## config.mk

```make
export PLATFORM = sky130hd
export DESIGN_NAME = alu_result_bcd
export DESIGN_NICKNAME = d
export VERILOG_FILES = /design/src/rtl/alu_result_bcd.sv
export SDC_FILE = /design/constraint.sdc
export NUM_CORES = 1
export LEC_CHECK = 0
export ABC_AREA = 0
export BUFFER_PORTS_ARGS = -buffer_cell sky130_fd_sc_hd__buf_2
export CAP_MARGIN = 20
export CELL_PAD_IN_SITES_DETAIL_PLACEMENT = 0
export CELL_PAD_IN_SITES_GLOBAL_PLACEMENT = 1
export CORE_MARGIN = 5
export CORE_UTILIZATION = 39
export CTS_CLUSTER_DIAMETER = 60
export DETAILED_ROUTE_END_ITERATION = 12
export PLACE_DENSITY = 0.84
export SLEW_MARGIN = 0
export SYNTH_ARGS = -nofsm -noshare
export SYNTH_HDL_FRONTEND = slang
export SYNTH_SLANG_ARGS = --single-unit
export TNS_END_PERCENT = 30
```

## constraint.sdc

```tcl
create_clock -name clk -period 1.6 [get_ports clk]
set_clock_uncertainty 0.15 [all_clocks]
set_input_delay 0.16 -clock clk [delete_from_list [all_inputs] [get_ports clk]]
set_output_delay 0.16 -clock clk [all_outputs]
set_load 0.02 [all_outputs]
```

## src/rtl/alu_result_bcd.sv

```systemverilog
// alu_result_bcd: decodes the opcode-specific packing of the ALU result, then converts the
// magnitude to three BCD digits with a sequential double-dabble engine.
// Results leave through a valid/ready handshake.
module alu_result_bcd #(
    parameter int unsigned W      = 8,
    parameter int unsigned DIGITS = 3
) (
    input  logic         clk,
    input  logic         rst_n,
    input  logic         in_valid,
    output logic         in_ready,
    input  logic [W-1:0] y_in,
    input  logic [1:0]   op_in,
    output logic         out_valid,
    input  logic         out_ready,
    output logic [3:0]   bcd_hund,
    output logic [3:0]   bcd_tens,
    output logic [3:0]   bcd_ones,
    output logic         neg,
    output logic         half,
    output logic [1:0]   op_out
);

    localparam int unsigned CntW = $clog2(W + 1);
    localparam int unsigned BcdW = 4 * DIGITS;

    typedef enum logic [1:0] {StIdle, StShift, StDone} state_e;

    state_e            state_q, state_d;
    logic [W-1:0]      mag_q, mag_d;
    logic [BcdW-1:0]   bcd_q, bcd_d;
    logic [CntW-1:0]   count_q, count_d;
    logic              neg_q, neg_d;
    logic              half_q, half_d;
    logic [1:0]        op_q, op_d;
    logic [3:0]        hund_q, hund_d;
    logic [3:0]        tens_q, tens_d;
    logic [3:0]        ones_q, ones_d;

    logic [BcdW-1:0]   bcd_adj;
    logic [BcdW-1:0]   bcd_shift;
    logic [W-1:0]      mag_shift;

    // One double-dabble step: add 3 to any digit >= 5, then shift {bcd, mag} left by one.
    always_comb begin
        bcd_adj = bcd_q;
        for (int i = 0; i < DIGITS; i++) begin
            if (bcd_q[4*i +: 4] >= 4'd5) begin
                bcd_adj[4*i +: 4] = bcd_q[4*i +: 4] + 4'd3;
            end
        end
        bcd_shift = {bcd_adj[BcdW-2:0], mag_q[W-1]};
        mag_shift = {mag_q[W-2:0], 1'b0};
    end

    // Next-state logic: accept/decode in idle, iterate in shift, hold until handshake in done.
    always_comb begin
        state_d = state_q;
        mag_d   = mag_q;
        bcd_d   = bcd_q;
        count_d = count_q;
        neg_d   = neg_q;
        half_d  = half_q;
        op_d    = op_q;
        hund_d  = hund_q;
        tens_d  = tens_q;
        ones_d  = ones_q;

        unique case (state_q)
            StIdle: begin
                // op_in is only looked at under in_valid so an unknown opcode cannot leak in.
                if (in_valid) begin
                    bcd_d   = '0;
                    count_d = CntW'(W);
                    op_d    = op_in;
                    neg_d   = 1'b0;
                    half_d  = 1'b0;
                    case (op_in)
                        2'b00: mag_d = W'(y_in[4:0]);
                        2'b01: begin
                            mag_d = W'(y_in[3:0]);
                            // No negative zero.
                            neg_d = y_in[7] & (y_in[3:0] != 4'd0);
                        end
                        2'b10: mag_d = y_in;
                        default: begin
                            mag_d  = W'(y_in[3:0]);
                            half_d = y_in[7];
                        end
                    endcase
                    state_d = StShift;
                end
            end
            StShift: begin
                bcd_d   = bcd_shift;
                mag_d   = mag_shift;
                count_d = count_q - CntW'(1);
                if (count_q == CntW'(1)) begin
                    hund_d  = bcd_shift[11:8];
                    tens_d  = bcd_shift[7:4];
                    ones_d  = bcd_shift[3:0];
                    state_d = StDone;
                end
            end
            StDone: begin
                if (out_ready) begin
                    state_d = StIdle;
                end
            end
            default: state_d = StIdle;
        endcase
    end

    // State and datapath registers.
    always_ff @(posedge clk or negedge rst_n) begin
        if (!rst_n) begin
            state_q <= StIdle;
            mag_q   <= '0;
            bcd_q   <= '0;
            count_q <= '0;
            neg_q   <= 1'b0;
            half_q  <= 1'b0;
            op_q    <= 2'b00;
            hund_q  <= 4'd0;
            tens_q  <= 4'd0;
            ones_q  <= 4'd0;
        end else begin
            state_q <= state_d;
            mag_q   <= mag_d;
            bcd_q   <= bcd_d;
            count_q <= count_d;
            neg_q   <= neg_d;
            half_q  <= half_d;
            op_q    <= op_d;
            hund_q  <= hund_d;
            tens_q  <= tens_d;
            ones_q  <= ones_d;
        end
    end

    // Handshake flags follow the state directly; data outputs come straight from registers.
    always_comb begin
        in_ready  = (state_q == StIdle);
        out_valid = (state_q == StDone);
        bcd_hund  = hund_q;
        bcd_tens  = tens_q;
        bcd_ones  = ones_q;
        neg       = neg_q;
        half      = half_q;
        op_out    = op_q;
    end

endmodule

```

==> qor.txt <==
status: finished, violations left
failing checks: negative setup slack
Synth area leaders: dfrtp_1, mux2_4, ha_1
GRT overflow: 0
worst setup path class: reg2reg
Final Cycle Share: 1.03
endpoints failing hold: 0
die area: 6740 sq um
CTS tree: yes
Yosys top cell by area: dfrtp_1
DR vias: 1,629
routed wire length: 4620 um
Routability Congestion: 0.792
Buffers on Ports: 31
post-synthesis register bit count: 42
post-DP HPWL: 2930 um
power per cell area: 1930 nW/um^2
clock root cell: clkbuf_8
switching power total: 2170 uW
Final min period: 1.64 ns
drc violations: 0
Worst Path Arrival: 1.74 ns
Synth Warn #: 0
Total Routing Usage GR: 0.157
Crit. End Element: flop
Tot Pwr: 5460 uW
distinct cell type count after synthesis: 30
clock buffer depth: 2
final worst slack: -0.0423 ns
Net Sw Frac: 0.398
cell leakage power: 0.00138 uW
Initial Util: 0.399
Die Wd: 82.1 um
filler instances: 452
fmax: 609 MHz
hold_ws: 0.0223 ns
Wirelength per Cell: 14.2 um
Synth-to-Final Area Change: 39.4%
CP required: 1.70 ns
vias in the first global route: 1,692
CTS clk-pin slew, worst paths: 0.08 ns
final setup vio count: 6
initial antenna violation count: 0
H-tree depth: 2
average vias per placed instance: 5.00
CP max FO: 3
most common cell after layout, fill and taps aside: dfrtp_1
max-cap violations: 0
R2R Setup Slk: -0.04 ns
total clock sinks: 42
crit-path cells: inv_2 > ha_2 > nand2b_1 > a21oi_2 > mux2i_2 > mux2_4
Power Internal: 3290 uW
Mean Syn Cell Area: 11.0 sq um
first-pass GRT wire length: 7980 um
multi-input logic area: 1060 sq um
I/O Pins: 32
non-filler cells, final: 326
Die H: 82.1 um
Slew @ Worst Pin: 0.473 ns
largest net degree at the start of global routing: 24
Synth Cell Area: 2030 sq um
slowest stage delay, CP: 0.37 ns
fin nets: 277
Synth Net Count: 206
nature of the critical path startpoint: flop
Routed Antenna Nets: 0
combinational fraction of design power: 0.530
Max Slew Vio Count: 0
top cell type's share of synthesized area: 0.519
most frequent cells in the layout: dfrtp_1, buf_2, buf_4
RSZ-0062 raised after global routing: true
min-delay worst type: in2reg
FF+latch area: 1050 sq um
Inst Count DP: 297
Initial DRC Count: 52
core area: 5070 sq um
number of inserted diodes: 0
Seq pwr share: 0.340
clk_lat worst skew: 0.30 ns
Worst path slowest cell: dfrtp_1
drt pass-1 iters: 4
Mapped Cells: 184
Peak VDD IR: 0.759 mV
sequential element share of the synthesized area: 0.519
utilization after layout: 0.557
slew margin rel.: 0.685
power share of the clock group: 0.131
Rows: 26
setup tns final: -0.115 ns
share of layout cells above drive strength 1: 0.422
cts bufs inserted: 5
-- flip-flops by register name, summed over array words and instances (netlist names) --
name,cells
bcd_hund,4
bcd_ones,4
bcd_q,12
bcd_tens,4
count_q,4
half,1
mag_q,8
neg,1
op_out,2
state_q,2
-- final cells by class --
cell class	count	share of cell area
multi-input cells	127	0.374
flip-flops and latches	42	0.372
repair buffers	70	0.179
well taps	70	0.0310
clock buffers	7	0.0305
inverters	9	0.0120
clock inverters	1	0.00177
-- metal layers --
| layer | up-vias | track usage | wire (um) |
|---|---|---|---|
| li1 | 796 | - | - |
| met1 | 796 | 0.196 | 2120 |
| met2 | 31 | 0.254 | 2220 |
| met3 | 6 | 0.0466 | 197 |
| met4 | 0 | 0.0648 | 78 |
| met5 | - | 0 | 0 |
-- cells by family after synthesis --
group / count (synthesis) / synth area share
compound gates: 52 / 0.166
simple gates: 50 / 0.133
buf+inv: 16 / 0.0370
mux: 13 / 0.0827
flops: 42 / 0.519
xor+xnor: 3 / 0.0130
fa+ha+maj: 8 / 0.0494
-- power by group through the flow --
| stage | Combinational [uW] | Clock [uW] | Sequential [uW] |
|---|---|---|---|
| 2_1_floorplan | 1390 | 0 | 1990 |
| 3_3_place_gp | 2340 | 0 | 1810 |
| 3_5_place_dp | 2390 | 0 | 1820 |
| 4_1_cts | 2580 | 739 | 1820 |
| 5_1_grt | 3190 | 799 | 1930 |
| 6_report | 2890 | 714 | 1850 |
-- final timing paths --
| kind | startpoint | end | cells after the start |
|---|---|---|---|
| max | bcd_q[9] | bcd_hund[2] | 6 |
| min | y_in[3] | mag_q[3] | 3 |
| max reg2reg | bcd_q[9] | bcd_hund[2] | 6 |
| min reg2reg | bcd_tens[0] | bcd_tens[0] | 2 |
| max in group asynchronous | rst_n | mag_q[7] | 3 |
| min in group asynchronous | rst_n | bcd_tens[3] | 2 |
-- worst max-delay path: cells and delay by family, from the launching register on --
kind | cells | cell delay [ns]
and+or+nand+nor | 1 | 0.15
adders and majority gates | 1 | 0.17
AOI/OAI and AO/OA | 1 | 0.23
DFF | 1 | 0.37
buffers and inverters | 1 | 0.07
muxes | 2 | 0.45
-- synth_stat cells --
library cell	instances
o41ai_2	1
xnor2_1	3
ha_1	8
inv_1	9
a21o_1	3
mux2i_1	4
a32o_1	1
buf_4	1
clkbuf_1	2
mux2_4	7
o21ai_0	13
a221o_1	1
nor3b_1	8
nand2_4	1
nand2b_1	5
o21ai_1	8
buf_6	1
nor3_1	3
nor2_2	1
dfrtp_1	42
mux2_2	2
a22oi_1	3
nand3_1	7
nand2_1	18
nor4_1	2
a21oi_1	12
o21bai_2	1
nor2b_1	5
a22o_1	9
buf_2	3
-- metrics by stage --
stage          area, sq um  setup slack, ns
4_1_cts               2650         -0.00774
5_1_grt               2830           -0.124
2_1_floorplan         2040          -0.0300
3_3_place_gp          2390          -0.0445
6_report              2830          -0.0423
3_5_place_dp          2390          -0.0897
-- timing repair --
action | in CTS | in global routing
hold endpoints to repair | 27 | 0
gates resized for setup | 12 | 27
pin swaps | 3 | 9
buffers inserted | 4 | 8
gates cloned | 1 | 0
hold buffers | 8 | 0
endpoints found under the setup margin | 15 | 24
Power figures use the tool's default switching activity.
